[src/rtl/wtm_pkg.sv]
// rtl/wtm_pkg.sv - widths and elaboration-time Wallace reduction schedule for wtm
package wtm_pkg;

    localparam int DEFAULT_WIDTH  = 5;
    localparam int DEFAULT_PROD_W = 2 * DEFAULT_WIDTH;
    localparam int MAX_COLS       = 17;
    localparam int MAX_STAGES     = 8;

    typedef enum int {
        INFO_HEIGHT,
        INFO_HA,
        INFO_OFFSET
    } info_e;

    function automatic int pp_height(int w, int c);
        int h;
        h = 0;
        if (c >= 0 && c <= 2 * w - 2)
            h = (c < w) ? c + 1 : 2 * w - 1 - c;
        return h;
    endfunction

    // Replays the reduction up to stage s and reports one property of column c.
    // A leftover pair becomes a half adder only if the column would otherwise stay above two.
    function automatic int tree_info(int w, int s, int c, info_e kind);
        int h  [MAX_COLS];
        int nh [MAX_COLS];
        int ha [MAX_COLS];
        int cin;
        int res;
        for (int i = 0; i < MAX_COLS; i++) begin
            h[i]  = pp_height(w, i);
            nh[i] = 0;
            ha[i] = 0;
        end
        for (int st = 0; st <= s; st++) begin
            cin = 0;
            for (int i = 0; i < MAX_COLS; i++) begin
                ha[i] = ((h[i] % 3 == 2) && (h[i] / 3 + 2 + cin > 2)) ? 1 : 0;
                cin   = h[i] / 3 + ha[i];
            end
            if (st < s) begin
                for (int i = 0; i < MAX_COLS; i++) begin
                    nh[i] = h[i] / 3 + h[i] % 3 - ha[i];
                    if (i > 0)
                        nh[i] = nh[i] + h[i - 1] / 3 + ha[i - 1];
                end
                for (int i = 0; i < MAX_COLS; i++)
                    h[i] = nh[i];
            end
        end
        res = 0;
        if (kind == INFO_HEIGHT) begin
            res = h[c];
        end else if (kind == INFO_HA) begin
            res = ha[c];
        end else begin
            for (int i = 0; i < MAX_COLS; i++)
                if (i < c)
                    res = res + h[i];
        end
        return res;
    endfunction

    function automatic int num_stages(int w);
        int mx;
        int res;
        bit found;
        res   = MAX_STAGES;
        found = 1'b0;
        for (int s = 0; s < MAX_STAGES; s++) begin
            mx = 0;
            for (int c = 0; c < 2 * w; c++)
                if (tree_info(w, s, c, INFO_HEIGHT) > mx)
                    mx = tree_info(w, s, c, INFO_HEIGHT);
            if (!found && mx <= 2) begin
                res   = s;
                found = 1'b1;
            end
        end
        return res;
    endfunction

endpackage

[src/rtl/wtm_fa.sv]
// rtl/wtm_fa.sv - 1-bit full adder cell; used as a half adder with cin tied low
module wtm_fa (
    input  logic a,
    input  logic b,
    input  logic cin,
    output logic sum,
    output logic cout
);

    assign sum  = a ^ b ^ cin;
    assign cout = (a & b) | (a & cin) | (b & cin);

endmodule

[src/rtl/wtm.sv]
// rtl/wtm.sv - unsigned Wallace-tree multiplier with registered product
// WTM_PIPE_EN adds a register between the two-row reduction output and the final adder.
module wtm
    import wtm_pkg::*;
#(
    parameter int WIDTH = DEFAULT_WIDTH
) (
    input  logic                 clock,
    input  logic                 reset,
    input  logic [WIDTH-1:0]     in1,
    input  logic [WIDTH-1:0]     in2,
    output logic [2*WIDTH-1:0]   result,
    output logic                 cout
);

    localparam int PROD_W = 2 * WIDTH;
    localparam int NST    = num_stages(WIDTH);

    // Each stage is one flat vector; column c occupies a contiguous slice at its offset.
    for (genvar s = 0; s <= NST; s++) begin : g_st
        localparam int NB = tree_info(WIDTH, s, PROD_W, INFO_OFFSET);
        logic [NB-1:0] bits;

        if (s == 0) begin : g_pp
            for (genvar i = 0; i < WIDTH; i++) begin : g_row
                for (genvar j = 0; j < WIDTH; j++) begin : g_bit
                    localparam int LO  = (i + j >= WIDTH) ? i + j - WIDTH + 1 : 0;
                    localparam int IDX = tree_info(WIDTH, 0, i + j, INFO_OFFSET) + i - LO;
                    assign bits[IDX] = in1[j] & in2[i];
                end
            end
        end else begin : g_red
            for (genvar c = 0; c < PROD_W; c++) begin : g_col
                localparam int H     = tree_info(WIDTH, s - 1, c, INFO_HEIGHT);
                localparam int NFA   = H / 3;
                localparam int NHA   = tree_info(WIDTH, s - 1, c, INFO_HA);
                localparam int NPASS = H % 3 - 2 * NHA;
                localparam int OI    = tree_info(WIDTH, s - 1, c, INFO_OFFSET);
                localparam int OO    = tree_info(WIDTH, s, c, INFO_OFFSET);
                localparam int HN    = tree_info(WIDTH, s - 1, c + 1, INFO_HEIGHT);
                // Carries land after the next column's own sums and pass-throughs.
                localparam int CO    = tree_info(WIDTH, s, c + 1, INFO_OFFSET) + HN / 3 + HN % 3
                                       - tree_info(WIDTH, s - 1, c + 1, INFO_HA);

                for (genvar k = 0; k < NFA + NHA; k++) begin : g_cell
                    logic s_bit;
                    logic c_bit;
                    logic cin_bit;
                    if (k < NFA) begin : g_fa_in
                        assign cin_bit = g_st[s - 1].bits[OI + 3 * k + 2];
                    end else begin : g_ha_in
                        assign cin_bit = 1'b0;
                    end
                    wtm_fa u_fa (
                        .a    (g_st[s - 1].bits[OI + 3 * k]),
                        .b    (g_st[s - 1].bits[OI + 3 * k + 1]),
                        .cin  (cin_bit),
                        .sum  (s_bit),
                        .cout (c_bit)
                    );
                    assign bits[OO + k] = s_bit;
                    if (c < PROD_W - 1) begin : g_carry
                        assign bits[CO + k] = c_bit;
                    end else begin : g_drop
                        logic unused_carry;
                        assign unused_carry = c_bit;
                    end
                end

                for (genvar p = 0; p < NPASS; p++) begin : g_pass
                    assign bits[OO + NFA + NHA + p] = g_st[s - 1].bits[OI + 3 * NFA + 2 * NHA + p];
                end
            end
        end
    end

    logic [PROD_W-1:0] row_a;
    logic [PROD_W-1:0] row_b;

    for (genvar c = 0; c < PROD_W; c++) begin : g_rows
        localparam int HF = tree_info(WIDTH, NST, c, INFO_HEIGHT);
        localparam int OF = tree_info(WIDTH, NST, c, INFO_OFFSET);
        if (HF >= 1) begin : g_a
            assign row_a[c] = g_st[NST].bits[OF];
        end else begin : g_a0
            assign row_a[c] = 1'b0;
        end
        if (HF >= 2) begin : g_b
            assign row_b[c] = g_st[NST].bits[OF + 1];
        end else begin : g_b0
            assign row_b[c] = 1'b0;
        end
    end

    logic [PROD_W-1:0] add_a;
    logic [PROD_W-1:0] add_b;

`ifdef WTM_PIPE_EN
    logic [PROD_W-1:0] row_a_q;
    logic [PROD_W-1:0] row_b_q;

    always_ff @(posedge clock) begin
        if (reset) begin
            row_a_q <= '0;
            row_b_q <= '0;
        end else begin
            row_a_q <= row_a;
            row_b_q <= row_b;
        end
    end

    assign add_a = row_a_q;
    assign add_b = row_b_q;
`else
    assign add_a = row_a;
    assign add_b = row_b;
`endif

    logic [PROD_W:0]   carry;
    logic [PROD_W-1:0] sum_w;

    assign carry[0] = 1'b0;

    for (genvar b = 0; b < PROD_W; b++) begin : g_cpa
        wtm_fa u_fa (
            .a    (add_a[b]),
            .b    (add_b[b]),
            .cin  (carry[b]),
            .sum  (sum_w[b]),
            .cout (carry[b + 1])
        );
    end

    always_ff @(posedge clock) begin
        if (reset) begin
            result <= '0;
            cout   <= 1'b0;
        end else begin
            result <= sum_w;
            cout   <= carry[PROD_W];
        end
    end

endmodule

[config.mk]
export PLATFORM = sky130hd
export DESIGN_NAME = wtm
export DESIGN_NICKNAME = d
export VERILOG_FILES = /design/src/rtl/wtm_pkg.sv /design/src/rtl/wtm_fa.sv /design/src/rtl/wtm.sv
export SDC_FILE = /design/constraint.sdc
export NUM_CORES = 1
export LEC_CHECK = 0
export BUFFER_PORTS_ARGS = -buffer_cell sky130_fd_sc_hd__buf_2
export CORE_MARGIN = 2
export CORE_UTILIZATION = 35
export DETAILED_ROUTE_END_ITERATION = 7
export PLACE_DENSITY_LB_ADDON = 0.1
export RECOVER_POWER = 50
export SLEW_MARGIN = 15
export SYNTH_ARGS = -nofsm -noshare
export SYNTH_HDL_FRONTEND = slang
export SYNTH_SLANG_ARGS = --single-unit
[constraint.sdc]
create_clock -name clock -period 3.6 [get_ports clock]
set_clock_uncertainty 0.1 [all_clocks]
set_input_delay 0.18 -clock clock [delete_from_list [all_inputs] [get_ports clock]]
set_output_delay 0.18 -clock clock [all_outputs]
set_load 0.05 [all_outputs]
* Word level (Yosys, flattened, before mapping)
Index checks and enable logic that the tools add are counted.
** Word-level totals
- Bits in registers :: 11
- Bits of input ports :: 12
- Output and inout port bits :: 11
- Logic and storage cells :: 149
** Cells by class
- Bitwise operators :: 147
** Operator list (number)
- 1-bit bitwise AND :: 79
- 1-bit XOR :: 40
- 1-bit bitwise OR :: 28

* Logic depth before layout (Yosys ltp)
Gate-level depths: netlist of run 1.
- Depth in word-level cells :: 23
- Mapped depth :: 13
- Gate-level depth less buffers :: 13

* Hierarchy
Synthesis of run 1 repeated with hierarchy kept, for this count alone.
** Unflattened totals
- Cell total of the unflattened synthesis :: 76
- Area total of the unflattened synthesis :: 1038.5 µm²
** Modules (own cells, without submodules)
- wtm_fa :: times used 27, cells an instance 1, area an instance 20.0 µm², seq. area each 0.0 µm²
- wtm :: times used 1, cells an instance 49, area an instance 498.0 µm², seq. area each 220.2 µm²

* Worst setup path after synthesis of run 1
No wires, ideal clock.
- Path kind :: in2reg
- Start :: input in2[1]
- End :: register result[9]
- Setup time :: 0.113 ns
- Data arrival time :: 3.494 ns
- Data required time :: 3.387 ns
- Path slack :: -0.107 ns
- Stages :: 11
- Buffers on the path :: 0
- Cells stage by stage :: and2_1 > fa_1 > fa_1 > fa_1 > ha_1 > fa_1 > inv_1 > fa_1 > fa_1 > fa_1 > nor2_1
** On the way
- Longest elaborated chain between the ends :: 21
- Elaborated cells on any way between the ends :: 88
- Classes of those cells :: bitwise (88)
** Ends and longest elaborated chain
- start, declared :: line wtm.sv:11 : input logic [WIDTH-1:0] in2,
- 1-bit bitwise AND :: line wtm.sv:29 : assign bits[IDX] = in1[j] & in2[i];
- 1-bit bitwise AND :: line wtm_fa.sv:11 : assign cout = (a & b) | (a & cin) | (b & cin);
- 1-bit bitwise OR (2 in a row) :: line wtm_fa.sv:11
- 1-bit bitwise AND :: line wtm_fa.sv:11
- 1-bit bitwise OR (2 in a row) :: line wtm_fa.sv:11
- 1-bit bitwise AND :: line wtm_fa.sv:11
- 1-bit bitwise OR (2 in a row) :: line wtm_fa.sv:11
- 1-bit bitwise AND (2 in a row) :: line wtm_fa.sv:11
- 1-bit bitwise OR (2 in a row) :: line wtm_fa.sv:11
- 1-bit bitwise AND :: line wtm_fa.sv:11
- 1-bit bitwise OR (2 in a row) :: line wtm_fa.sv:11
- 1-bit bitwise AND :: line wtm_fa.sv:11
- 1-bit bitwise OR :: line wtm_fa.sv:11
- 1-bit bitwise OR (*) :: line wtm_fa.sv:11
- 1-bit XOR (*) :: line wtm_fa.sv:10 : assign sum = a ^ b ^ cin;
- end signal, assigned :: line wtm.sv:139 : result <= sum_w;
- end, declared :: line wtm.sv:12 : output logic [2*WIDTH-1:0] result,
Mark *: on every way between the ends. The rest lies on a longest branch, timed or not.
A chain may end at the register's enable or synchronous reset.

* Worst setup path in the final report of run 1
- Start :: input in1[2]
- End :: register result[9]
** On the way
- Longest elaborated chain between the ends :: 21
- Elaborated cells on any way between the ends :: 95
- Classes of those cells :: bitwise (95)
** Ends and longest elaborated chain
- start, declared :: line wtm.sv:10 : input logic [WIDTH-1:0] in1,
- 1-bit bitwise AND :: line wtm.sv:29
- 1-bit bitwise AND :: line wtm_fa.sv:11
- 1-bit bitwise OR (2 in a row) :: line wtm_fa.sv:11
- 1-bit bitwise AND :: line wtm_fa.sv:11
- 1-bit bitwise OR (2 in a row) :: line wtm_fa.sv:11
- 1-bit bitwise AND :: line wtm_fa.sv:11
- 1-bit bitwise OR (2 in a row) :: line wtm_fa.sv:11
- 1-bit bitwise AND (2 in a row) :: line wtm_fa.sv:11
- 1-bit bitwise OR (2 in a row) :: line wtm_fa.sv:11
- 1-bit bitwise AND :: line wtm_fa.sv:11
- 1-bit bitwise OR (2 in a row) :: line wtm_fa.sv:11
- 1-bit bitwise AND :: line wtm_fa.sv:11
- 1-bit bitwise OR (2 in a row) :: line wtm_fa.sv:11
- 1-bit XOR (*) :: line wtm_fa.sv:10
Marked as above.

==> impl_metrics.ini, run 1 <==
[cts]
cts_buffer_depth = 2
cts_tree = built
cts-root-buf = clkbuf_4
cts.sinks = 11
clk_pin_slew_ns = 0.07
htreeDepth = 1
numCtsBuffers = 3
postCtsSetupRepairBufs = 0

[critical_path]
cp_top_family = adder cells
critPathLaunchType = primary input
cpPeakStageDelay_ns = 0.56
cpMostUsedCell = fa_1
cp-end-kind = register
slowest_stage = fa_1
path_buf_inv = 2
path_class = primary input to register
crit_path_cell_trace = buf_2, and2_4, fa_1, fa_1, fa_1, ha_2, fa_2, inv_2, fa_2, fa_2, fa_1, nor2_1
crit_fanout = 5
cp.arrival_ns = 3.56
required_ns = 3.65

[run_status]
status = finished, final reports clean

[sta]
worstMarginPinSlew_ns = 0.597
period_minus_slack_ns = 3.52
fin_crit_sh_pct = 97.6
rsz0062_at_grt = false
whs_ns = 0.126
final.setup.tns_ns = 0
hold_viol_final = 0
setup_viol = 0
fmax_mhz = 284
drv_slew = 0
max_slew_margin_pct = 60.4

[synth]
synth_top_area_share_pct = 31.9
syn_inst = 83
muxShareOfSynthArea_pct = 0
synth.distinct_cells = 11
synth_edf_count = 0
synthAdderAreaFrac_pct = 47.9
postSynth.asyncResetShare_pct = 0
yosys_warnings = 0
ys_top_cells_by_count = and2_1 (21), fa_1 (15), ha_1 (12), dfxtp_1 (11), inv_1 (9)
yosys.area.top_type = fa_1
synth_xor_area_share_pct = 0
yosys-top-cells-area = fa_1 (32%), dfxtp_1 (23%), ha_1 (16%), and2_1 (14%), nor2b_2 (4.7%)
yosysSeqAreaShare_pct = 23.4
netlist_area_sq_um = 941
synth_flop_cell = dfxtp_1
synth_top_family_by_area = adder cells
synth_most_common_cell = and2_1
syn_nets = 122
synth_compound_area_share_pct = 0
ys_ff_latch = 11
synth-simple-area-share_pct = 23.9
avgSynthCellArea_sq_um = 11.3

[die]
start_util_pct = 37.3
fp-row-count = 18
die-area_sq_um = 3120
die_height_microns = 55.9
coreArea_sq_um = 2520
die_w_microns = 55.9
io_pins = 23

[layout]
fillers = 265
fin_nets = 154
diodes = 0
syn_to_final_growth_pct = 22.9
design_area_sq_um = 1160
drive_gt1_share_pct = 33.3

[placement]
port_buffers = 22
dp.final_hpwl_mm = 1.33
place_area_sq_um = 1130
gp_congestion = 0.713

[drt]
num_vias = 590
drc = 0
wl_per_cell_microns = 10.3
first_iter_violations = 1
drtAntennaViolNets = 0
drt_wl_total_mm = 1.48
post_drt_via_cell_ratio = 4.10
firstDrtPassIters = 2

[power]
powerDensity_nw_per_um2 = 378
power.leakage_nw = 0.551
irDropWorstVdd_mv = 0.223

[worst_hold_path]
hold_path_class = primary input to register

[grt]
antenna_found_initial = 0
grt_pass1_vias = 598
grt_pass1_wl_mm = 2.61
grt_overflow = 0
grt_usage_pct = 10.8
grt_start_max_net_pins = 12

[flow_run]
maxCapViolCount = 0
[through the flow]
step	setup slack [ns]	std cells	util, %	power (mW)
floorplan	0.00948	83	-	0.310
global placement	-0.182	140	44.7	0.360
detailed placement	-0.197	140	44.7	0.358
CTS	0.0862	144	45.7	0.445
global route	0.00418	144	45.8	0.476
finish	0.0848	144	45.8	0.437
[metal layers]
metal  wire length [microns]  track usage, %  up-vias
met5                       0               0        -
met4                      27            7.14        0
met3                      65            1.40        2
met2                     632            15.3       15
met1                     752            15.1      260
li1                        -               -      313
[worst paths after layout]
| path | start | to | depth (start not counted) |
|---|---|---|---|
| min | in2[0] | result[0]$_SDFF_PP0_ | 2 |
| max | in1[2] | result[9]$_SDFF_PP0_ | 12 |
[where the power goes]
part / switching, mW / leakage [nW] / total, mW / internal (mW)
registers: 0.00372 / 0.0909 / 0.145 / 0.141
clock network: 0.0400 / 0.0150 / 0.0827 / 0.0428
logic: 0.134 / 0.446 / 0.209 / 0.0747
total: 0.178 / 0.551 / 0.437 / 0.259
[logic make-up (layout without fill, tap and decap cells)]
family                     count (synthesis)  in the layout
DFF                                       11             11
buffers and inverters                     10             41
adders and majority gates                 27             27
and+or+nand+nor                           35             35
[registers in the layout, indices dropped and copies added, names as in the netlist]
signal	cells
cout	1
result	10
[cell usage in the layout (no fill, tap or decap)]
cell type,synthesis,final
clkbuf_1,0,9
nand2_1,3,3
buf_4,0,6
nor2b_2,5,5
and3b_2,1,1
clkbuf_4,0,3
fa_2,0,4
ha_1,12,10
and2_4,0,1
ha_2,0,2
and2_1,21,19
nor2_1,4,4
buf_2,0,14
inv_1,9,8
dfxtp_1,11,11
nor2b_4,1,1
and2_0,0,1
fa_1,15,11
inv_2,0,1
[layout make-up]
type                            count  area, sq um  share of cell area, %
Sequential cell                    11          220                   19.0
Clock buffer                        4         26.3                   2.27
Timing Repair Buffer               28          145                   12.6
Inverter                            9         33.8                   2.92
Multi-Input combinational cell     62          693                   60.0
Tap cell                           30         37.5                   3.25
[repair_timing]
item                                    4_1_cts  5_1_grt
endpoints found under the setup margin        0        1
gates resized for setup                       0        6
hold buffers                                  0        0
hold endpoints to repair                      0        0
Power figures use the tool's default switching activity.
==> run 2: changes to the inputs <==
--- a/config.mk
+++ b/config.mk
@@ -7,7 +7,7 @@
 export LEC_CHECK = 0
 export BUFFER_PORTS_ARGS = -buffer_cell sky130_fd_sc_hd__buf_2
 export CORE_MARGIN = 2
-export CORE_UTILIZATION = 35
+export CORE_UTILIZATION = 47
 export DETAILED_ROUTE_END_ITERATION = 7
 export PLACE_DENSITY_LB_ADDON = 0.1
 export RECOVER_POWER = 50
==> run 2 against run 1 <==
Net effect:
- fmax is 0.70% higher
- clock power hardly changed
- sequential cell count stayed put
- via count is 9.3% higher
- non-clock buffer count stayed put
- count of clock-buffer cells in the layout stayed put
- sequential power hardly changed
- core utilization is 14 points higher
- largest cell class unchanged
==> impl_metrics.ini, run 2 (synthesis results as in run 1) <==
[critical_path]
required_ns = 3.66
critPathLaunchType = primary input
cp.arrival_ns = 3.55
crit_fanout = 5
path_class = primary input to register
critical_path.startpoint = in1[2]
cp-end-kind = register

[die]
die_w_microns = 48.7
start_util_pct = 49.0
die-area_sq_um = 2380
coreArea_sq_um = 1920
fp-row-count = 16
io_pins = 23
die_height_microns = 48.7

[cts]
cts-root-buf = clkbuf_4
post_cts_resized = 0
numCtsBuffers = 3
postCtsSetupRepairBufs = 0
cts_buffer_depth = 2
cts_tree = built
hold_buffers = 0
htreeDepth = 1
cts.sinks = 11
clk_pin_slew_ns = 0.06

[sta]
period_minus_slack_ns = 3.49
fin_crit_sh_pct = 97.0
fmax_mhz = 286
rsz0062_at_grt = true
drv_slew = 0
worstMarginPinSlew_ns = 0.594
setup_viol = 0
hold_viol_final = 0
max_slew_margin_pct = 60.6

[drt]
first_iter_violations = 2
drc = 0
drt_wl_total_mm = 1.45
drtAntennaViolNets = 0
num_vias = 645
firstDrtPassIters = 4
post_drt_via_cell_ratio = 4.57
wl_per_cell_microns = 10.3

[layout]
regMostFlops = result
design_area_sq_um = 1140
largest_register_ffs = 10
layout_commonest_cell = and2_1
layout_common_cells = and2_1 (20), buf_2 (14), fa_1 (13)
largestRegisters = result: 10 flops, cout: 1 flops
fin_nets = 154
syn_to_final_growth_pct = 21.7
diodes = 0
drive_gt1_share_pct = 29.8

[power]
powerDensity_nw_per_um2 = 380
power.leakage_nw = 0.557
irDropWorstVdd_mv = 0.346
p_total_mw = 0.435

[placement]
dp.final_hpwl_mm = 1.29
gp_congestion = 0.744
port_buffers = 22
place_area_sq_um = 1120

[worst_hold_path]
min_from = reset
hold_path_class = primary input to register
whs_endpoint = cout$_SDFF_PP0_
min_path_cells = 2

[grt]
grt_start_max_net_pins = 12
met3_usage_pct = 3.70
antenna_found_initial = 0
gr-usage-met1_pct = 18.4
grt_pass1_vias = 636
grt_pass1_wl_mm = 2.67
met2_usage_pct = 24.4
grt_usage_pct = 14.7
busiest_layer = met2
grt_overflow = 0

[run_status]
status = finished, final reports clean

[flow_run]
maxCapViolCount = 0
-- run 2: cell count changes in the layout (fill, tap and decap cells not counted) --
cell    previous run  this run
ha_1              10        11
fa_1              11        13
ha_2               2         1
inv_1              8         9
and2_0             1         0
inv_2              1         0
fa_2               4         2
and2_1            19        20
-- run 2: worst max-delay path, stage by stage --
cell	delay [ns]
buf_2	0.13
and2_4	0.16
fa_1	0.56
fa_1	0.45
fa_1	0.50
ha_2	0.17
fa_1	0.15
inv_1	0.05
fa_2	0.33
fa_2	0.34
fa_1	0.48
nor2_1	0.04
-- run 2: worst max path at each step --
stage	endpoint	slack, ns	cells past startpoint
floorplan	result[9]$_SDFF_PP0_	0.009	11
global placement	result[9]$_SDFF_PP0_	-0.18	12
detailed placement	result[9]$_SDFF_PP0_	-0.21	12
CTS	result[9]$_SDFF_PP0_	0.08	12
global route	result[9]$_SDFF_PP0_	-0.02	12
finish	result[9]$_SDFF_PP0_	0.11	12
-- run 2: power by group --
part	internal (mW)	switching, mW
clock network	0.0429	0.0395
registers	0.142	0.00427
logic	0.0738	0.133
-- run 2: through the flow --
| step | TNS [ns] | setup slack [ns] | util [%] | hold WS, ns | instances |
|---|---|---|---|---|---|
| 6_report | 0 | 0.109 | 59.6 | 0.131 | 141 |
| 3_3_place_gp | -0.250 | -0.177 | 58.5 | 0.407 | 137 |
| 4_1_cts | 0 | 0.0757 | 59.8 | 0.129 | 141 |
| 2_1_floorplan | 0 | 0.00948 | - | 0.257 | 83 |
| 3_5_place_dp | -0.309 | -0.214 | 58.5 | 0.410 | 137 |
| 5_1_grt | -0.0208 | -0.0208 | 59.6 | 0.135 | 141 |
-- run 2: final cells by class --
| class | count | area, sq um |
|---|---|---|
| Multi-Input combinational cell | 62 | 686 |
| Tap cell | 27 | 33.8 |
| Fill cell | 186 | 777 |
| Timing Repair Buffer | 28 | 145 |
| Sequential cell | 11 | 220 |
| Inverter | 9 | 33.8 |
| Clock buffer | 4 | 26.3 |
-- run 2: metal layers --
layer	part of all wire [%]	wire (microns)
met3	4.6	66
met2	52	757
met1	41	598
met5	0	0
met4	1.7	25
